`src/rtl/lusdos_nios_dct_packer.sv`:
```
// Packs 2-bit trace atoms into 15-atom frames with a one-deep output register,
// flush/overflow handling, and a RUN -> ENDING -> ENDED session state machine.
module lusdos_nios_dct_packer (
    input  logic        clk,
    input  logic        reset_n,
    input  logic        atom_valid,
    input  logic [1:0]  atom_data,
    input  logic        flush,
    input  logic        stop,
    input  logic        frame_ready,
    output logic [29:0] dct_buffer,
    output logic [3:0]  dct_count,
    output logic        frame_valid,
    output logic [29:0] frame_data,
    output logic [3:0]  frame_count,
    output logic        overflow,
    output logic        test_ending,
    output logic        test_has_ended
);

    typedef enum logic [1:0] {
        RUN    = 2'd0,
        ENDING = 2'd1,
        ENDED  = 2'd2
    } state_t;

    state_t      state_q, state_d;
    logic [29:0] dctBuffer_q, dctBuffer_d;
    logic [3:0]  dctCount_q, dctCount_d;
    logic        frameValid_q, frameValid_d;
    logic [29:0] frameData_q, frameData_d;
    logic [3:0]  frameCount_q, frameCount_d;
    logic        overflow_q, overflow_d;
    logic        flushPend_q, flushPend_d;
    logic        testEnding_q, testEnding_d;
    logic        testEnded_q, testEnded_d;

    logic outFree;
    logic bufNotEmpty;
    logic bufFull;
    logic flushIn;
    logic flushActive;
    logic atomIn;
    logic transfer;

    // A transfer empties the packing buffer into the output register; an atom
    // arriving on that same edge becomes the first atom of the next frame.
    always_comb begin
        outFree     = !frameValid_q || frame_ready;
        bufNotEmpty = (dctCount_q != 4'd0);
        bufFull     = (dctCount_q == 4'd15);
        flushIn     = flush && (state_q != ENDED);
        flushActive = (flushIn || flushPend_q) && bufNotEmpty;
        atomIn      = atom_valid && (state_q == RUN);
        transfer    = outFree && (bufFull || flushActive ||
                                  ((state_q == ENDING) && bufNotEmpty));

        dctBuffer_d  = dctBuffer_q;
        dctCount_d   = dctCount_q;
        frameValid_d = frameValid_q;
        frameData_d  = frameData_q;
        frameCount_d = frameCount_q;
        overflow_d   = overflow_q;
        flushPend_d  = flushPend_q;
        state_d      = state_q;

        if (transfer) begin
            frameData_d  = dctBuffer_q;
            frameCount_d = dctCount_q;
            frameValid_d = 1'b1;
            flushPend_d  = 1'b0;
            if (atomIn) begin
                dctBuffer_d = {28'b0, atom_data};
                dctCount_d  = 4'd1;
            end else begin
                dctBuffer_d = 30'b0;
                dctCount_d  = 4'd0;
            end
        end else begin
            if (frameValid_q && frame_ready) begin
                frameValid_d = 1'b0;
            end
            if (atomIn) begin
                if (bufFull) begin
                    overflow_d = 1'b1;
                end else begin
                    dctBuffer_d = {dctBuffer_q[27:0], atom_data};
                    dctCount_d  = dctCount_q + 4'd1;
                end
            end
            // Repeated flushes while one is pending collapse into that one.
            if (flushIn && bufNotEmpty) begin
                flushPend_d = 1'b1;
            end
        end

        case (state_q)
            RUN: begin
                if (stop) begin
                    state_d = ENDING;
                end
            end
            ENDING: begin
                if (!bufNotEmpty && !frameValid_q) begin
                    state_d = ENDED;
                end
            end
            ENDED: begin
                state_d = ENDED;
            end
            default: begin
                state_d = RUN;
            end
        endcase

        testEnding_d = (state_d == ENDING);
        testEnded_d  = (state_d == ENDED);
    end

    always_ff @(posedge clk or negedge reset_n) begin
        if (!reset_n) begin
            state_q      <= RUN;
            dctBuffer_q  <= 30'b0;
            dctCount_q   <= 4'd0;
            frameValid_q <= 1'b0;
            frameData_q  <= 30'b0;
            frameCount_q <= 4'd0;
            overflow_q   <= 1'b0;
            flushPend_q  <= 1'b0;
            testEnding_q <= 1'b0;
            testEnded_q  <= 1'b0;
        end else begin
            state_q      <= state_d;
            dctBuffer_q  <= dctBuffer_d;
            dctCount_q   <= dctCount_d;
            frameValid_q <= frameValid_d;
            frameData_q  <= frameData_d;
            frameCount_q <= frameCount_d;
            overflow_q   <= overflow_d;
            flushPend_q  <= flushPend_d;
            testEnding_q <= testEnding_d;
            testEnded_q  <= testEnded_d;
        end
    end

    assign dct_buffer     = dctBuffer_q;
    assign dct_count      = dctCount_q;
    assign frame_valid    = frameValid_q;
    assign frame_data     = frameData_q;
    assign frame_count    = frameCount_q;
    assign overflow       = overflow_q;
    assign test_ending    = testEnding_q;
    assign test_has_ended = testEnded_q;

endmodule

```
`config.mk`:
```
export PLATFORM = sky130hd
export DESIGN_NAME = lusdos_nios_dct_packer
export DESIGN_NICKNAME = d
export VERILOG_FILES = /design/src/rtl/lusdos_nios_dct_packer.sv
export SDC_FILE = /design/constraint.sdc
export NUM_CORES = 1
export LEC_CHECK = 0
export ABC_AREA = 1
export BUFFER_PORTS_ARGS = -buffer_cell sky130_fd_sc_hd__buf_2
export CORE_MARGIN = 2
export CORE_UTILIZATION = 45
export CTS_BUF_LIST = sky130_fd_sc_hd__clkbuf_4 sky130_fd_sc_hd__clkbuf_8
export DETAILED_ROUTE_END_ITERATION = 8
export PLACE_DENSITY = 0.79
export SYNTH_ARGS = -nofsm -noshare
export SYNTH_HDL_FRONTEND = slang
export SYNTH_SLANG_ARGS = --single-unit
```
`constraint.sdc`:
```
create_clock -name clk -period 1.6 [get_ports clk]
set_clock_uncertainty 0.05 [all_clocks]
set_input_delay 0.08 -clock clk [delete_from_list [all_inputs] [get_ports clk]]
set_output_delay 0.08 -clock clk [all_outputs]
set_load 0.1 [all_outputs]
```
---- Yosys cells after proc, flatten, opt, wreduce, memory -nomap -nowiden ----
Cells that the tools add are included.
cells by class
  $add $sub $neg .......................... 1
  equal/unequal tests ..................... 7
  mux-type cells .......................... 15
  bitwise logic cells ..................... 1
  reduce and logical (&&, ||, !) cells .... 21
operators by type and width
  kind                 number
  $mux 30              3
  $mux 4               3
  $logic_and 1x1->1    8
  $mux 2               3
  $pmux 2 s3           1
  $reduce_bool 2->1    3
  $mux 1               5
  $add 4x1->4 const B  1
  $eq 2x1->1 const B   2
  $eq 2x2->1 const B   2
  $eq 4x4->1 const B   1
  $logic_or 1x1->1     4
  $reduce_bool 4->1    1
  $reduce_and 3->1     1
  $logic_not 1->1      2
  $logic_not 2->1      1
  $ne 2x1->1 const B   1
  $ne 2x2->1 const B   1
  $reduce_and 2->1     1
  $not 1->1            1
word-level totals
  flip-flop bits (word level) ............. 75
  input bits .............................. 8

---- Logic depth before layout (Yosys ltp) ----
Gate-level depths: netlist of the first run.
  depth in word-level cells ............... 9
  depth in mapped cells ................... 11
  depth with buffers taken out ............ 10

---- Worst setup path before layout of the first run ----
No wires, ideal clock.
  path type ............................... register to register
  from .................................... register dctCount_q[0], in the netlist dct_count[0]
  to ...................................... register frameCount_q[0], in the netlist frame_count[0]
  library setup time ...................... 0.130 ns
  arrival ................................. 2.111 ns
  required time ........................... 1.420 ns
  slack ................................... -0.692 ns
  stages on the path, launching flop included .. 11
  path through ............................ dfrtp_1 inv_1 ha_1 nand3_1 nand2_1 nand3_2 nand2_2 buf_6 buf_4 nand2_1 o21ai_1
on the way
  longest elaborated chain between the ends .. 5
  elaborated cells on any way between the ends .. 7
  those cells by class .................... 1 x eq/ne; 6 x reduce/logical
ends and longest elaborated chain
  what                            line  source
  start, declared                 29    logic [3:0] dctCount_q, dctCount_d;
  start signal, assigned          135   dctCount_q <= dctCount_d;
  $reduce_bool 4->1               50    bufNotEmpty = (dctCount_q != 4'd0);
  $logic_and 1x1->1               53    flushActive = (flushIn || flushPend_q) && bufNotEmpty;
  $logic_or 1x1->1 (2 in series)  55    transfer = outFree && (bufFull || flushActive ||
  $logic_and 1x1->1               55
  end signal, assigned            138   frameCount_q <= frameCount_d;
  end, declared                   32    logic [3:0] frameCount_q, frameCount_d;
Several ways; a longest one is shown, not always the timed one.
A chain may end at the register's enable or synchronous reset.

---- Worst setup path after layout of the first run ----
  from .................................... register dctCount_q[0], in the netlist dct_count[0]
  to ...................................... register dctBuffer_q[7], in the netlist dct_buffer[7]
on the way
  longest elaborated chain between the ends .. 7
  elaborated cells on any way between the ends .. 11
  those cells by class .................... 2 x eq/ne; 1 x mux; 8 x reduce/logical
ends and longest elaborated chain
  what                                                              line  source
  $reduce_bool 4->1                                                 50
  $logic_and 1x1->1                                                 53
  $logic_or 1x1->1 (2 in series)                                    55
  $logic_and 1x1->1                                                 55
  $ne 2x1->1 (no line) / $reduce_bool 2->1 (equally long branches)  --
  $reduce_and 2->1 (no line)                                        --
  end signal, assigned                                              134   dctBuffer_q <= dctBuffer_d;
  end, declared                                                     28    logic [29:0] dctBuffer_q, dctBuffer_d;
Several ways; a longest one is shown, not always the timed one.

==> out/results.tsv, run 1 <==
metric	value	unit
status	finished, violations left	
failed_checks	setup timing	
ys_ff_latch	75	
hold_violations	0	
pwr-share-clk	0.181	
grt_max_degree	42	
cp-end-kind	register	
synth_fa_ha_area_frac	0.00796	
io_pins	80	
synth.area.mux_share	0	
cp_max_fo	6	
fin_tns_setup	-2.17	ns
netlist_area	0.00314	mm2
cts_sinks	75	
cts_tree	built	
num_vias	2612	
synth_warnings	0	
setup_viol	64	
peakVddDrop	1.34	mV
synthCells	304	
power.switching	0.00456	W
clkTransAtPathRegs	0.08	ns
first_pass_iters	4	
r2r_cells	10	
crit_required	1.83	ns
ant_nets	0	
htreeDepth	3	
antenna_found_initial	0	
numCtsBuffers	9	
syn-num-nets	314	
rr_endpoint	dct_buffer[7]	
period_needed	1.68	ns
synth_top_family_by_area	simple AND/OR/NAND/NOR gates	
final_core_util	0.681	
via_per_inst	5.16	
diodes	0	
grt_pass1_vias	2636	
ys_seq_area_frac	0.597	
core_area	0.00676	mm2
synth_compound_gate_area_share	0.122	
grt-ovfl-total	0	
maxCapViolations	0	
timing.rr.start	dct_count[0]	
p_sw_frac	0.460	
criticalPathCategory	reg -> reg	
dpl.hpwl	4920	um
wl	8460	um
gp_congestion	0.782	
rsz0062_at_grt	true	
yosysUniqueCellTypes	24	
grtUsageTotal	0.218	
max-slew-margin-rel	0.658	
route.detailed.drc	0	
clk_path_buf_depth	2	
synth.avg_cell_area	10.3	um2
drtIter0Drc	74	
critical_path_arrival	1.92	ns
area_delta_synth_final	46.4	%
internal_power	0.00535	W
min_path_type	in -> reg	
fin_nets	432	
crit_start	dct_count[0]	
yosys.area_share.simple	0.180	
combinationalPowerShare	0.582	
clock_latency	0.36	ns
die_w	87.6	um
p_seq_frac	0.237	
worst_pin_slew	0.516	ns
drive_gt1_frac	0.516	
period_share	1.05	
p_leak	2.25	nW
drv_slew	0	
grt_pass1_wl	12600	um
die_y	87.6	um
start_kind	register	
r2r_setup_slack	-0.08	ns
wl_per_cell	16.7	um
initial_core_util	0.465	
cp-endpoint	dct_buffer[7]	
die_area	0.00767	mm2
rows	30	
fin_ws	-0.0849	ns
cts-root-buf	clkbuf_8	
synth_xor_area_frac	0	
power_density	2160	mW/mm2
io_buffers	79	
fmax	593	MHz
[per-stage QoR]
stage	cells	hold WS, ns	area (um2)	total power, W	setup slack [ns]
global route	506	0.150	4600	0.0103	-0.134
floorplan	304	-0.266	3220	0.00558	-0.177
detailed placement	466	0.0112	3790	0.00633	-0.148
CTS	498	0.0931	4330	0.00909	-0.117
global placement	466	0.00976	3790	0.00628	-0.0535
finish	506	0.139	4600	0.00992	-0.0849
[sequential cells by signal (all words and copies together), names as in the netlist]
signal          flops
test_ending         1
frame_valid         1
overflow            1
frame_count         4
frame_data         30
flushPend_q         1
test_has_ended      1
state_q             2
dct_count           4
dct_buffer         30
[final cells by class]
cell class                      instances  area (um2)
Tap cell                               80         100
Timing Repair Buffer                  124        1010
Inverter                               42         163
Clock buffer                           11         145
Fill cell                             490        2160
Clock inverter                          4        98.8
Multi-Input combinational cell        170        1190
Sequential cell                        75        1890
[placed cells by master (no fill, tap or decap), types with 4 or more instances in the layout]
cell and count:
nor2_2 4, nand2_1 39, dlygate4sd3_1 5, o21ai_2 20, buf_2 78, buf_4 20, clkbuf_8 10, nand3_2 26
o21ai_0 4, dfrtp_1 70, nand3_4 6, o21ai_1 46, nand2_2 11, clkbuf_16 5, buf_12 9, inv_1 36
[worst max-delay path, stage by stage (launching register included)]
cell	delay (ns)
dfrtp_4	0.52
inv_4	0.07
ha_4	0.13
nand3_4	0.09
nand2_4	0.10
nand3_4	0.09
nand2_8	0.11
buf_12	0.14
clkbuf_16	0.15
nand3_2	0.07
o21ai_2	0.08
[worst min-delay path by stage]
stage	startpoint	end	slack, ns	depth (start not counted)
after floorplan	reset_n	dct_buffer[0]	-0.27	0
after global placement	reset_n	frame_data[11]	0.01	1
after detailed placement	reset_n	frame_data[11]	0.01	1
after CTS	frame_ready	frame_valid	0.09	5
after global routing	frame_ready	frame_valid	0.15	5
final	frame_ready	frame_valid	0.14	5
[metal layers]
metal	vias up	routed length [um]	global-route usage
li1	1221	-	-
met1	1300	3380	0.259
met2	72	4490	0.373
met3	19	424	0.0575
met4	0	173	0.0937
met5	-	0	0
[cells in the mapped netlist]
| cell | count | share of area |
|---|---|---|
| buf_6 | 7 | 0.025 |
| inv_2 | 2 | 0.0024 |
| nand2_1 | 52 | 0.062 |
| nor3_1 | 1 | 0.0016 |
| nand3_1 | 5 | 0.0080 |
| buf_1 | 1 | 0.0012 |
| buf_4 | 2 | 0.0048 |
| a21oi_2 | 1 | 0.0028 |
| ha_1 | 2 | 0.0080 |
| dfrtp_1 | 75 | 0.60 |
| a22oi_1 | 1 | 0.0024 |
| nor2_2 | 3 | 0.0060 |
| a31o_2 | 1 | 0.0028 |
| nand2_2 | 1 | 0.0020 |
| o21ai_2 | 1 | 0.0028 |
| o21ai_1 | 65 | 0.10 |
| buf_2 | 7 | 0.011 |
| nor2_1 | 1 | 0.0012 |
| nand3_2 | 30 | 0.096 |
| inv_1 | 39 | 0.047 |
| o21ai_0 | 4 | 0.0064 |
| a21oi_1 | 1 | 0.0016 |
| clkinv_1 | 1 | 0.0012 |
| nor2_4 | 1 | 0.0036 |
[kinds of logic after synthesis]
group	after synthesis
and+or+nand+nor	94
AOI/OAI and AO/OA	74
buffers and inverters	59
adders and majority gates	2
DFF	75
[power by group through the flow]
stage / Clock, W / Sequential [W] / Combinational [W]
after floorplan: 0 / 0.00379 / 0.00179
after global routing: 0.00188 / 0.00238 / 0.00605
after detailed placement: 0 / 0.00237 / 0.00396
final: 0.00179 / 0.00235 / 0.00577
after CTS: 0.00180 / 0.00234 / 0.00496
after global placement: 0 / 0.00236 / 0.00391
[repair_timing]
action / in CTS / in global routing
hold buffers: 5 / 0
gates resized for setup: 14 / 42
endpoints found under the hold margin: 39 / 0
setup endpoints to repair: 67 / 69
pin swaps: 1 / 5
setup buffers: 8 / 4
gates cloned: 4 / 6
Power figures use the tool's default switching activity.
==> run 2, diff against run 1 <==
--- a/config.mk
+++ b/config.mk
@@ -11,7 +11,7 @@
 export CORE_UTILIZATION = 45
 export CTS_BUF_LIST = sky130_fd_sc_hd__clkbuf_4 sky130_fd_sc_hd__clkbuf_8
 export DETAILED_ROUTE_END_ITERATION = 8
-export PLACE_DENSITY = 0.79
+export PLACE_DENSITY = 0.83
 export SYNTH_ARGS = -nofsm -noshare
 export SYNTH_HDL_FRONTEND = slang
 export SYNTH_SLANG_ARGS = --single-unit
==> out/results.tsv, run 2 (synthesized netlist as in run 1, its figures left out) <==
metric	value	unit
grt_pass1_vias	2431	
cp_max_fo	7	
clk_path_buf_depth	2	
grt_max_degree	37	
start_kind	register	
maxCapViolations	0	
layout_common_cells	buf_2 (78), dfrtp_1 (70), o21ai_1 (48)	
wl	8170	um
die_area	0.00767	mm2
antenna_found_initial	0	
io_buffers	79	
grtUsageTotal	0.205	
wl_per_cell	16.3	um
clkTransAtPathRegs	0.08	ns
hold_violations	0	
drtIter0Drc	143	
clock_latency	0.35	ns
max-slew-margin-rel	0.667	
worst_pin_slew	0.503	ns
rows	30	
numCtsBuffers	9	
crit_required	1.82	ns
period_share	1.08	
fin_tns_setup	-5.52	ns
peakVddDrop	1.71	mV
gp_congestion	0.815	
p_leak	2.25	nW
grt_pass1_wl	12000	um
fin_ws	-0.128	ns
criticalPathCategory	reg -> reg	
grt_use_met3	0.0547	
rsz0062_at_grt	true	
drv_slew	0	
met2_usage	0.326	
core_area	0.00676	mm2
drive_gt1_frac	0.533	
die_y	87.6	um
setup_viol	67	
cts_sinks	75	
htreeDepth	3	
diodes	0	
status	finished, violations left	
area_delta_synth_final	45.9	%
grt_use_met1	0.277	
first_pass_iters	4	
cp-end-kind	register	
die_w	87.6	um
ant_nets	0	
cts_tree	built	
fmax	579	MHz
num_vias	2609	
min_path_type	in -> async	
power_density	2120	mW/mm2
period_needed	1.73	ns
dpl.hpwl	4790	um
r2r_cells	10	
grt.busiest_layer	met2	
grt-ovfl-total	0	
route.detailed.drc	0	
layout_commonest_cell	buf_2	
pre_cts_ws	-0.139	ns
critical_path_arrival	1.95	ns
cts-root-buf	clkbuf_8	
via_per_inst	5.20	
failed_checks	setup timing	
fin_nets	427	
io_pins	80	
initial_core_util	0.465	
==> run 2: cell count changes in the layout (fill, tap and decap cells not counted), moves of 3 or more <==
| cell | change |
|---|---|
| nand2_1 | -12 |
| nand2_2 | +8 |
| buf_4 | -7 |
| nand2_4 | +5 |
| buf_6 | +3 |
| nand3_2 | +3 |
==> run 2: layout make-up <==
type                            count  area, um2
Clock inverter                      4       72.6
Fill cell                         499       2170
Sequential cell                    75       1890
Tap cell                           80        100
Inverter                           42        163
Clock buffer                       12        159
Timing Repair Buffer              119        988
Multi-Input combinational cell    170       1210
==> run 2: timing repair <==
item,4_1_cts,5_1_grt
pin swaps,1,7
cloned,3,6
resized for setup,10,53
setup endpoints to repair,65,69
setup buffers,6,1
hold endpoints to repair,80,0
hold buffers,5,0
==> run 2: where the power goes <==
group	switching (W)	internal (W)
Clock	0.000691	0.000979
Sequential	0.000213	0.00215
Combinational	0.00365	0.00202
Total	0.00455	0.00514
==> run 2: stage by stage <==
step	std cells	power [W]	instance area (um2)	utilization	hold WS, ns
after floorplan	304	0.00558	3220	-	-0.266
after detailed placement	465	0.00634	3800	0.562	-0.101
after CTS	495	0.00870	4250	0.629	0.0647
final	502	0.00969	4580	0.678	0.0680
after global placement	465	0.00626	3800	0.562	-0.105
after global routing	502	0.0101	4580	0.678	0.0777
==> run 2: path summary, 6_finish.rpt <==
kind	start	endpoint	slack, ns
worst max-delay path	dct_count[1]	dct_buffer[14]	-0.13
min in group clk	frame_ready	frame_valid	0.10
max in group asynchronous	reset_n	frame_valid	0.81
worst max register to register	dct_count[1]	dct_buffer[14]	-0.13
worst min register to register	frame_data[3]	frame_data[3]	0.44
worst min-delay path	reset_n	frame_data[10]	0.07
==> run 2: worst max-delay path: stages, from the launching register on <==
cell and delay, ns:
dfrtp_4 0.52, inv_4 0.08, ha_4 0.14, nand3_4 0.09, nand2_4 0.10, nand3_4 0.09
nand2_4 0.11, buf_6 0.15, clkbuf_16 0.17, nand3_2 0.05, o21ai_1 0.08
==> run 2: layer usage <==
metal / routed length, um / share of wire / vias to the layer above
met5: 0 / 0 / -
met4: 163 / 0.020 / 0
met2: 4050 / 0.50 / 72
met1: 3560 / 0.44 / 1297
met3: 404 / 0.049 / 16
li1: - / - / 1224
==> run 3, diff against run 2 <==
--- a/config.mk
+++ b/config.mk
@@ -11,7 +11,7 @@
 export CORE_UTILIZATION = 45
 export CTS_BUF_LIST = sky130_fd_sc_hd__clkbuf_4 sky130_fd_sc_hd__clkbuf_8
 export DETAILED_ROUTE_END_ITERATION = 8
-export PLACE_DENSITY = 0.83
+export PLACE_DENSITY = 0.8
 export SYNTH_ARGS = -nofsm -noshare
 export SYNTH_HDL_FRONTEND = slang
 export SYNTH_SLANG_ARGS = --single-unit
==> constraint.sdc (replaced) <==
create_clock -name clk -period 1.8 [get_ports clk]
set_clock_uncertainty 0.05 [all_clocks]
set_input_delay 0.09 -clock clk [delete_from_list [all_inputs] [get_ports clk]]
set_output_delay 0.09 -clock clk [all_outputs]
set_load 0.1 [all_outputs]
==> out/results.tsv, run 3 (synthesized netlist as in run 1, its figures left out) <==
metric	value	unit
setup_viol	0	
min_path_type	in -> reg	
start_kind	register	
cts_tree	built	
cts-root-buf	clkbuf_8	
critical_path_arrival	1.96	ns
antenna_found_initial	0	
fin_tns_setup	0	ns
worst_pin_slew	0.505	ns
dp_cells	457	
clock_latency	0.34	ns
fin_total_pwr	0.00731	W
via_per_inst	5.05	
route.detailed.drc	0	
cp_max_fo	7	
pre_cts_ws	0.0216	ns
grt_pass1_wl	11100	um
clk_path_buf_depth	2	
grt_max_degree	46	
die_area	0.00767	mm2
drtIter0Drc	160	
die_w	87.6	um
maxCapViolations	0	
wl_per_cell	14.9	um
gp_congestion	0.765	
p_leak	2.01	nW
hold_violations	0	
numCtsBuffers	9	
layout_common_cells	buf_2 (78), dfrtp_1 (70), o21ai_1 (63)	
io_buffers	79	
grt-ovfl-total	0	
rows	30	
clkTransAtPathRegs	0.08	ns
cts_sinks	75	
peakVddDrop	0.832	mV
drive_gt1_frac	0.418	
status	finished, final reports clean	
fmax	575	MHz
grt_pass1_vias	2234	
initial_core_util	0.465	
fin_nets	412	
first_pass_iters	4	
io_pins	80	
final_cells	487	
htreeDepth	3	
diodes	0	
die_y	87.6	um
max-slew-margin-rel	0.666	
num_vias	2458	
drv_slew	0	
power_density	1790	mW/mm2
period_needed	1.74	ns
rsz0062_at_grt	true	
final_core_util	0.606	
crit_required	2.02	ns
ant_nets	0	
period_share	0.967	
layout_commonest_cell	buf_2	
fin_ws	0.0601	ns
grtUsageTotal	0.188	
core_area	0.00676	mm2
cp-end-kind	register	
dpl.hpwl	4620	um
wl	7260	um
area_delta_synth_final	30.2	%
criticalPathCategory	reg -> reg	
## run 3: worst paths after layout
| check | from | to | slack [ns] | depth (start not counted) |
|---|---|---|---|---|
| min in group asynchronous | reset_n | frame_count[3] | 0.17 | 2 |
| worst min register to register | frame_count[3] | frame_count[3] | 0.44 | 2 |
| worst max-delay path | dct_count[1] | frame_data[15] | 0.06 | 10 |
| worst max register to register | dct_count[1] | frame_data[15] | 0.06 | 10 |
| max in group asynchronous | reset_n | frame_valid | 0.97 | 3 |
| worst min-delay path | flush | flushPend_q | 0.15 | 5 |
## run 3: critical path, cell delays in order (launching register included)
cell and delay [ns]:
dfrtp_4 0.51, inv_4 0.08, ha_1 0.15, nand3_2 0.11
nand2_2 0.11, nand3_4 0.10, nand2_8 0.14, buf_6 0.14
clkbuf_16 0.14, nand2_1 0.05, o21ai_1 0.08
## run 3: area by class of cell
type	instances	area [um2]
multi-input combinational	170	1030
sequential	75	1890
tap	80	100
inverter	42	160
fill	568	2670
timing repair buffer	104	719
clock inverter	7	68.8
clock buffer	9	124
## run 3: power breakdown
part           internal (W)  switching (W)
registers           0.00191       0.000161
logic               0.00112        0.00287
clock network      0.000635       0.000616
## run 3: what timing repair did
| item | in CTS | in global routing |
|---|---|---|
| setup buffers | 0 | 4 |
| pin swaps | 0 | 2 |
| endpoints found under the setup margin | 2 | 52 |
| endpoints found under the hold margin | 35 | 0 |
| cloned | 0 | 5 |
| resized for setup | 1 | 15 |
| hold buffers | 5 | 0 |
## run 3: per-layer routing
metal | vias up | share of wire | global-route usage
met5 | - | 0 | 0
met4 | 0 | 0.015 | 0.0713
met3 | 7 | 0.048 | 0.0518
met2 | 75 | 0.47 | 0.284
met1 | 1195 | 0.47 | 0.261
li1 | 1181 | - | -
## run 3: metrics by stage
stage,area (um2),hold WS [ns]
6_report,4090,0.146
5_1_grt,4090,0.176
4_1_cts,3900,0.116
3_5_place_dp,3650,0.000132
3_3_place_gp,3650,-0.00466
2_1_floorplan,3160,-0.256
